`config.mk`:
```
export PLATFORM = sky130hd
export DESIGN_NAME = uart_tx_engine
export DESIGN_NICKNAME = d
export VERILOG_FILES = /design/src/rtl/uart_tx_engine.sv
export SDC_FILE = /design/constraint.sdc
export NUM_CORES = 1
export LEC_CHECK = 0
export CORE_UTILIZATION = 25
export CTS_BUF_LIST = sky130_fd_sc_hd__clkbuf_16
export CTS_CLUSTER_SIZE = 16
export DETAILED_ROUTE_END_ITERATION = 16
export SYNTH_ARGS = -nofsm -noshare
export SYNTH_HDL_FRONTEND = slang
export SYNTH_SLANG_ARGS = --single-unit
```
`constraint.sdc`:
```
create_clock -name clk -period 2.03 [get_ports clk]
set_input_delay 0.5075 -clock clk [delete_from_list [all_inputs] [get_ports clk]]
set_output_delay 0.5075 -clock clk [all_outputs]
set_load 0.01 [all_outputs]
```
`src/rtl/uart_tx_engine.sv`:
```
// -----------------------------------------------------------------------------
// UartTxEngine (module uart_tx_engine)
// Transmit half of the UART. Serialises one byte per accepted load strobe as
// start bit, DATA_BITS data bits LSB first, optional parity bit, one stop bit.
// Each bit holds the line for BAUD_DIV clk cycles; the divisor value is shared
// with the receive engine so both directions run at the same line rate.
//
// Optional feature macro: UART_TX_PARITY_EN
//   defined   -> PARITY state and parity_odd port present (frame 1+N+1+1 bits)
//   undefined -> no parity bit, no parity_odd port (frame 1+N+1 bits, 8N1)
//
// Reset is synchronous and active-high; all outputs are registered.
// -----------------------------------------------------------------------------
module uart_tx_engine #(
    parameter int BAUD_DIV  = 10417,
    parameter int DATA_BITS = 8
) (
    input  logic                 clk,
    input  logic                 rst,
    input  logic                 load,
    input  logic [DATA_BITS-1:0] data,
`ifdef UART_TX_PARITY_EN
    input  logic                 parity_odd,
`endif
    output logic                 tx,
    output logic                 tx_rdy,
    output logic                 tx_done
);

    localparam int CNT_W = (BAUD_DIV > 1) ? $clog2(BAUD_DIV) : 1;
    localparam int IDX_W = $clog2(DATA_BITS);

    localparam logic [CNT_W-1:0] CNT_LAST = CNT_W'(BAUD_DIV - 1);
    localparam logic [IDX_W-1:0] IDX_LAST = IDX_W'(DATA_BITS - 1);

    typedef enum logic [2:0] {
        S_IDLE,
        S_START,
        S_DATA,
`ifdef UART_TX_PARITY_EN
        S_PARITY,
`endif
        S_STOP
    } state_t;

    state_t               state;
    state_t               state_next;
    logic [CNT_W-1:0]     baud_cnt;
    logic [CNT_W-1:0]     baud_cnt_next;
    logic [IDX_W-1:0]     bit_idx;
    logic [IDX_W-1:0]     bit_idx_next;
    logic [DATA_BITS-1:0] shift_reg;
    logic [DATA_BITS-1:0] shift_next;
    logic                 tx_next;
    logic                 rdy_next;
    logic                 done_next;
    logic                 bit_end;

`ifdef UART_TX_PARITY_EN
    // The parity bit is fixed when the byte is accepted, so later changes on
    // data or parity_odd cannot disturb a frame already in flight.
    logic                 par_bit;
    logic                 par_next;
`endif

    assign bit_end = (baud_cnt == CNT_LAST);

    // Next-state, bit sequencing and the next value of each registered output.
    // The line value is derived from the *next* state so tx changes on the
    // same edge as the state it belongs to, one clk after an accepted load.
    always_comb begin
        state_next    = state;
        baud_cnt_next = baud_cnt;
        bit_idx_next  = bit_idx;
        shift_next    = shift_reg;
        done_next     = 1'b0;
        tx_next       = 1'b1;
        rdy_next      = 1'b0;
`ifdef UART_TX_PARITY_EN
        par_next      = par_bit;
`endif

        if (state != S_IDLE) begin
            baud_cnt_next = bit_end ? '0 : baud_cnt + 1'b1;
        end

        case (state)
            S_IDLE: begin
                baud_cnt_next = '0;
                bit_idx_next  = '0;
                if (load) begin
                    shift_next = data;
`ifdef UART_TX_PARITY_EN
                    par_next   = (^data) ^ parity_odd;
`endif
                    state_next = S_START;
                end
            end
            S_START: begin
                if (bit_end) begin
                    state_next = S_DATA;
                end
            end
            S_DATA: begin
                if (bit_end) begin
                    shift_next = shift_reg >> 1;
                    if (bit_idx == IDX_LAST) begin
                        bit_idx_next = '0;
`ifdef UART_TX_PARITY_EN
                        state_next   = S_PARITY;
`else
                        state_next   = S_STOP;
`endif
                    end else begin
                        bit_idx_next = bit_idx + 1'b1;
                    end
                end
            end
`ifdef UART_TX_PARITY_EN
            S_PARITY: begin
                if (bit_end) begin
                    state_next = S_STOP;
                end
            end
`endif
            S_STOP: begin
                if (bit_end) begin
                    state_next = S_IDLE;
                    done_next  = 1'b1;
                end
            end
            default: begin
                state_next = S_IDLE;
            end
        endcase

        case (state_next)
            S_IDLE:   tx_next = 1'b1;
            S_START:  tx_next = 1'b0;
            S_DATA:   tx_next = shift_next[0];
`ifdef UART_TX_PARITY_EN
            S_PARITY: tx_next = par_next;
`endif
            S_STOP:   tx_next = 1'b1;
            default:  tx_next = 1'b1;
        endcase

        rdy_next = (state_next == S_IDLE);
    end

    // State and output registers; reset returns the line to mark and drops
    // any byte that was in flight.
    always_ff @(posedge clk) begin
        if (rst) begin
            state     <= S_IDLE;
            baud_cnt  <= '0;
            bit_idx   <= '0;
            shift_reg <= '0;
            tx        <= 1'b1;
            tx_rdy    <= 1'b1;
            tx_done   <= 1'b0;
`ifdef UART_TX_PARITY_EN
            par_bit   <= 1'b0;
`endif
        end else begin
            state     <= state_next;
            baud_cnt  <= baud_cnt_next;
            bit_idx   <= bit_idx_next;
            shift_reg <= shift_next;
            tx        <= tx_next;
            tx_rdy    <= rdy_next;
            tx_done   <= done_next;
`ifdef UART_TX_PARITY_EN
            par_bit   <= par_next;
`endif
        end
    end

endmodule

```
Word level (Yosys, flattened, before mapping):

Cells that the tools add are included.

* bits in registers: 31
* bits of input ports: 11
* output and inout port bits: 3

* $add $sub $neg: 2
* equal/unequal tests: 9
* muxes and demuxes: 15
* bitwise logic cells: 1
* reductions and logical operators: 8

Operator list (count)
* two-way mux 3 bit: 7
* two-way mux 8 bit: 2
* one-hot mux 8 bit (2 select lines): 1
* adder 14 x 1 -> 14 bit (second input constant): 1
* equality test 14 bit (second input constant): 1
* two-way mux 14 bit: 1
* one-hot mux 3 bit (4 select lines): 1
* equality test 3 x 2 -> 1 bit (second input constant): 3
* equality test 3 x 1 -> 1 bit (second input constant): 2
* logical NOT 3 bit: 2
* one-hot mux 3 bit (2 select lines): 1
* != test 2 bit (second input constant): 2
* OR reduction 2 bit: 2
* adder 3 x 1 -> 3 bit (second input constant): 1
* equality test 3 bit (second input constant): 1
* AND reduction 3 bit: 1
* nonzero test 3 bit: 1
* one-hot mux 1 bit (2 select lines): 1
* AND reduction 2 bit: 1
* nonzero test 2 bit: 1
* two-way mux 1 bit: 1
* inverter 1 bit: 1

Logic depth before layout (Yosys ltp):

* word-level depth: 6
* mapped depth: 8
* mapped depth without buffers: 7

Worst setup path before layout:

OpenSTA, ideal clock, no wires.

* path kind: reg2reg
* from: reg baud_cnt[7]
* to: reg tx_rdy
* arrival time: 1.786 ns
* required time: 1.916 ns
* setup slack: 0.130 ns
* stages on the path, launching flop included: 6
* path through: dfxtp_1 -> or3b_4 -> nor4_4 -> a311oi_1 -> or3_4 -> a21o_1

* word-level cells in the longest chain between the ends: 4
* elaborated cells between the ends (all ways): 6
* those cells by class: 1 x eq/ne; 4 x mux; 1 x reduce/logical

Ends and longest elaborated chain
* start, declared: line 48 `logic [CNT_W-1:0] baud_cnt;`
* start signal, assigned: line 167 `baud_cnt <= baud_cnt_next;`
* equality test 14 bit *: line 66 `assign bit_end = (baud_cnt == CNT_LAST);`
* two-way mux 3 bit (on tied branches): line 127, 100, 105
* one-hot mux 3 bit (4 select lines) *: line 87 `case (state)`
* logical NOT 3 bit *: line 148 `rdy_next = (state_next == S_IDLE);`
* end signal, assigned: line 171 `tx_rdy <= rdy_next;`
* end, declared: line 26 `output logic tx_rdy,`

Mark *: on every way between the ends. The rest lies on a longest branch, timed or not.
A chain may end at the register's enable or synchronous reset.

Worst setup path after layout:

* from: reg baud_cnt[6]
* to: reg tx

* word-level cells in the longest chain between the ends: 5
* elaborated cells between the ends (all ways): 10
* those cells by class: 3 x eq/ne; 7 x mux

Ends and longest elaborated chain
* equality test 14 bit *: line 66
* two-way mux 3 bit (on tied branches): line 127, 100, 105
* one-hot mux 3 bit (4 select lines): line 87
* equality test 3 x 2 -> 1 bit / equality test 3 x 1 -> 1 bit (equally long branches): line 137 `case (state_next)`
* one-hot mux 1 bit (2 select lines) *: line 137
* end signal, assigned: line 170 `tx <= tx_next;`
* end, declared: line 25 `output logic tx,`

Mark *: on every way between the ends. The rest lies on a longest branch, timed or not. The select of a mux whose other input is x is not followed.

==> metrics.md <==
| Metric | Value |
|---|---|
| Layout cells sized above 1 | `between 10% and 20%` |
| Worst clock skew | `0.005147 ns` |
| Initial Utilization | `26.69%` |
| Leakage power | `around 0.64 nW` |
| Final Util | `~34%` |
| Die height | `77 um` |
| H-Tree Depth | `2` |
| Synth-to-Final Area Change | `28.03%` |
| # IOs | `14` |
| Status | `finished clean` |
| Tcrit/Tclk final | `~94%` |
| Sequential-to-total area share from yosys stat | `between 40% and 50%` |
| Final max-slew violation count | `0` |
| Critical path class | `flop to flop` |
| Antenna violations before repair | `0` |
| CTS root buf | `clkbuf_16` |
| DP Cell Count | `approximately 240` |
| GP Congestion | `between 0.7 and 0.8` |
| Synthesized netlist cell count | `155` |
| Synthesized flop and latch total | `31` |
| Routed Antenna Nets | `0` |
| Antenna cell count | `0` |
| Syn_area_per_cell | `slightly above 9 um2` |
| Synthesized Nets | `170` |
| Clock Latency Late Sink | `between 0.2 and 0.3 ns` |
| M1 wire length | `between 1000 and 1500 um` |
| # hold bufs at CTS | `0` |
| Detailed Route Iter0 Violations | `between 50 and 60` |
| DP Area | `about 1700 um2` |
| # setup viols final | `0` |
| Total track usage | `between 10% and 20%` |
| Final wirelength | `around 2700 um` |
| WP data arrival | `between 2 and 2.5 ns` |
| Clock period minus final worst setup slack | `~1.9 ns` |
| EDFF count, synth | `0` |
| Post-Layout Cell Count | `approximately 250` |
| Worst Path Required | `2.22 ns` |
| Rows | `26` |
| # DRC | `0` |
| Synth Cell Area | `1406 um2` |
| Max reg flops | `14` |
| CTS clock-pin slew for the worst setup and hold paths | `~0.05 ns` |
| Fill cells | `556` |
| Nets@finish | `between 150 and 200` |
| Max FO, Critical Path | `3` |
| Die width | `about 77 um` |
| CTS tree | `yes` |
| DR WL met3 | `approximately 160 um` |
| Max Root-Sink Buffers | `2` |
| HP Class | `flop to flop` |
| Synth cell types | `38` |
| Core outline area | `around 5300 um2` |
| CTS sink cnt | `31` |
| Ys async rst share | `0%` |
| Largest net degree at the start of global routing | `15` |
| Critical path capture point type | `flop` |
| DR pass1 iterations | `4` |
| Die area | `between 5000 and 6000 um2` |
| Via/cell ratio | `4.520` |
| Achievable frequency | `approximately 530 MHz` |
| Top routing layer in use | `met4` |
| Global-route wire length before repair | `roughly 4700 um` |
| Number of global-route vias before repair | `1,038` |
| Via count | `about 1,100` |
| Final Hold Fails | `0` |
| Fin Setup TNS | `0 ns` |
| HPWL after DPL | `roughly 2000 um` |
| Yosys warnings | `0` |
| VDD IR max | `slightly below 0.4 mV` |
| Final instance area | `~1800 um2` |
| GR Overflow Total | `0` |
| Buffers added on ports | `13` |
| Main synth FF type | `dfxtp_1` |
| Critical Path Start Type | `flop` |
| Avg WL per Cell | `about 11 um` |
| Max_cap viols | `0` |
| Met2 wire len | `1111 um` |
| TritonCTS buffer count | `5` |
| RSZ-0062 raised after global routing | `false` |
| Pwr/cell area | `775.8 nW/um2` |
## cell type report
| type | instances | area (um2) | share of cell area [%] |
|---|---|---|---|
| Clock buffer | 5 | 125.1 | 6.949 |
| Timing Repair Buffer | 22 | 197.7 | 10.98 |
| Multi-Input combinational cell | 113 | 742.0 | 41.21 |
| Tap cell | 70 | 87.58 | 4.864 |
| Sequential cell | 31 | 620.6 | 34.47 |
| Inverter | 5 | 18.77 | 1.042 |
| Clock inverter | 2 | 8.758 | 0.4864 |
## cells by family (layout without fill, tap and decap cells)
logic type | Yosys count | count (layout) | share of synthesized area [%]
flip-flops | 31 | 31 | 44.13
buffers and inverters | 11 | 34 | 3.114
AND/OR/NAND/NOR | 67 | 67 | 27.76
XOR/XNOR | 10 | 10 | 6.228
AO/OA/AOI/OAI | 30 | 30 | 13.97
multiplexers | 1 | 1 | 0.9784
other | 1 | 1 | 0.2666
adder cells (fa/ha/maj) | 4 | 4 | 3.559
## cell usage after synthesis (4+ instances only)
cell type | count | area, um2
a22oi_1 | 9 | 67.56
nand2_1 | 16 | 60.06
ha_1 | 4 | 50.05
nand3_1 | 5 | 25.02
xor2_1 | 7 | 61.31
dfxtp_1 | 31 | 620.6
a21oi_1 | 10 | 50.05
inv_1 | 5 | 18.77
nor2_1 | 23 | 86.33
clkbuf_1 | 4 | 15.01
## path summary, 6_finish.rpt
| path | start | end | slack [ns] | depth (start not counted) |
|---|---|---|---|---|
| worst max register to register | baud_cnt[6]$_SDFFE_PP0N_ | tx$_SDFF_PP1_ | 0.13 | 5 |
| worst max-delay path | baud_cnt[6]$_SDFFE_PP0N_ | tx$_SDFF_PP1_ | 0.13 | 5 |
| worst min-delay path | shift_reg[5]$_SDFFE_PP0P_ | shift_reg[5]$_SDFFE_PP0P_ | 0.46 | 2 |
| worst min register to register | shift_reg[5]$_SDFFE_PP0P_ | shift_reg[5]$_SDFFE_PP0P_ | 0.46 | 2 |
## worst max-delay path, stage by stage (launching register included)
cell     delay, ns
dfxtp_1       0.33
or3b_4        0.39
or4_4         0.56
mux2i_2       0.25
a21oi_1       0.07
a32oi_1       0.21
## layer usage
metal | vias up | track usage (%)
met5 | - | 0
met4 | 0 | 4.528
met3 | 5 | 4.524
met2 | 22 | 15.54
met1 | 505 | 12.63
li1 | 589 | -
## cells in the final DEF, fill, tap and decap left out, types with 3 or more instances in the layout
master / count
inv_1: 5
nand2_1: 16
clkdlybuf4s50_1: 13
ha_1: 4
xor2_1: 7
nor4_1: 3
and3_1: 3
a21oi_1: 10
xnor2_1: 3
nand3_1: 5
nor2_1: 23
dfxtp_1: 31
clkbuf_16: 5
o21ai_0: 3
buf_4: 9
a22oi_1: 9
## stage by stage
stage	worst slack, ns	hold WS [ns]	total power [W]
global placement	0.1050	0.4435	0.0007311
finish	0.1308	0.4566	0.001397
global route	0.008614	0.4746	0.001454
floorplan	0.1303	0.4367	0.0006889
detailed placement	0.07602	0.4531	0.0007303
CTS	0.07202	0.4600	0.001417
## power by group
group          internal [W]  total [W]  switching [W]
clock              0.000438   0.000679       0.000240
sequential         0.000624   0.000634      0.0000100
combinational     0.0000436  0.0000842      0.0000406
total               0.00111    0.00140       0.000291
## repair_timing
| item | CTS | global route |
|---|---|---|
| buffers inserted | 0 | 0 |
| endpoints found under the setup margin | 0 | 9 |
| resized for setup | 0 | 0 |
(Power assumes the default switching activity.)
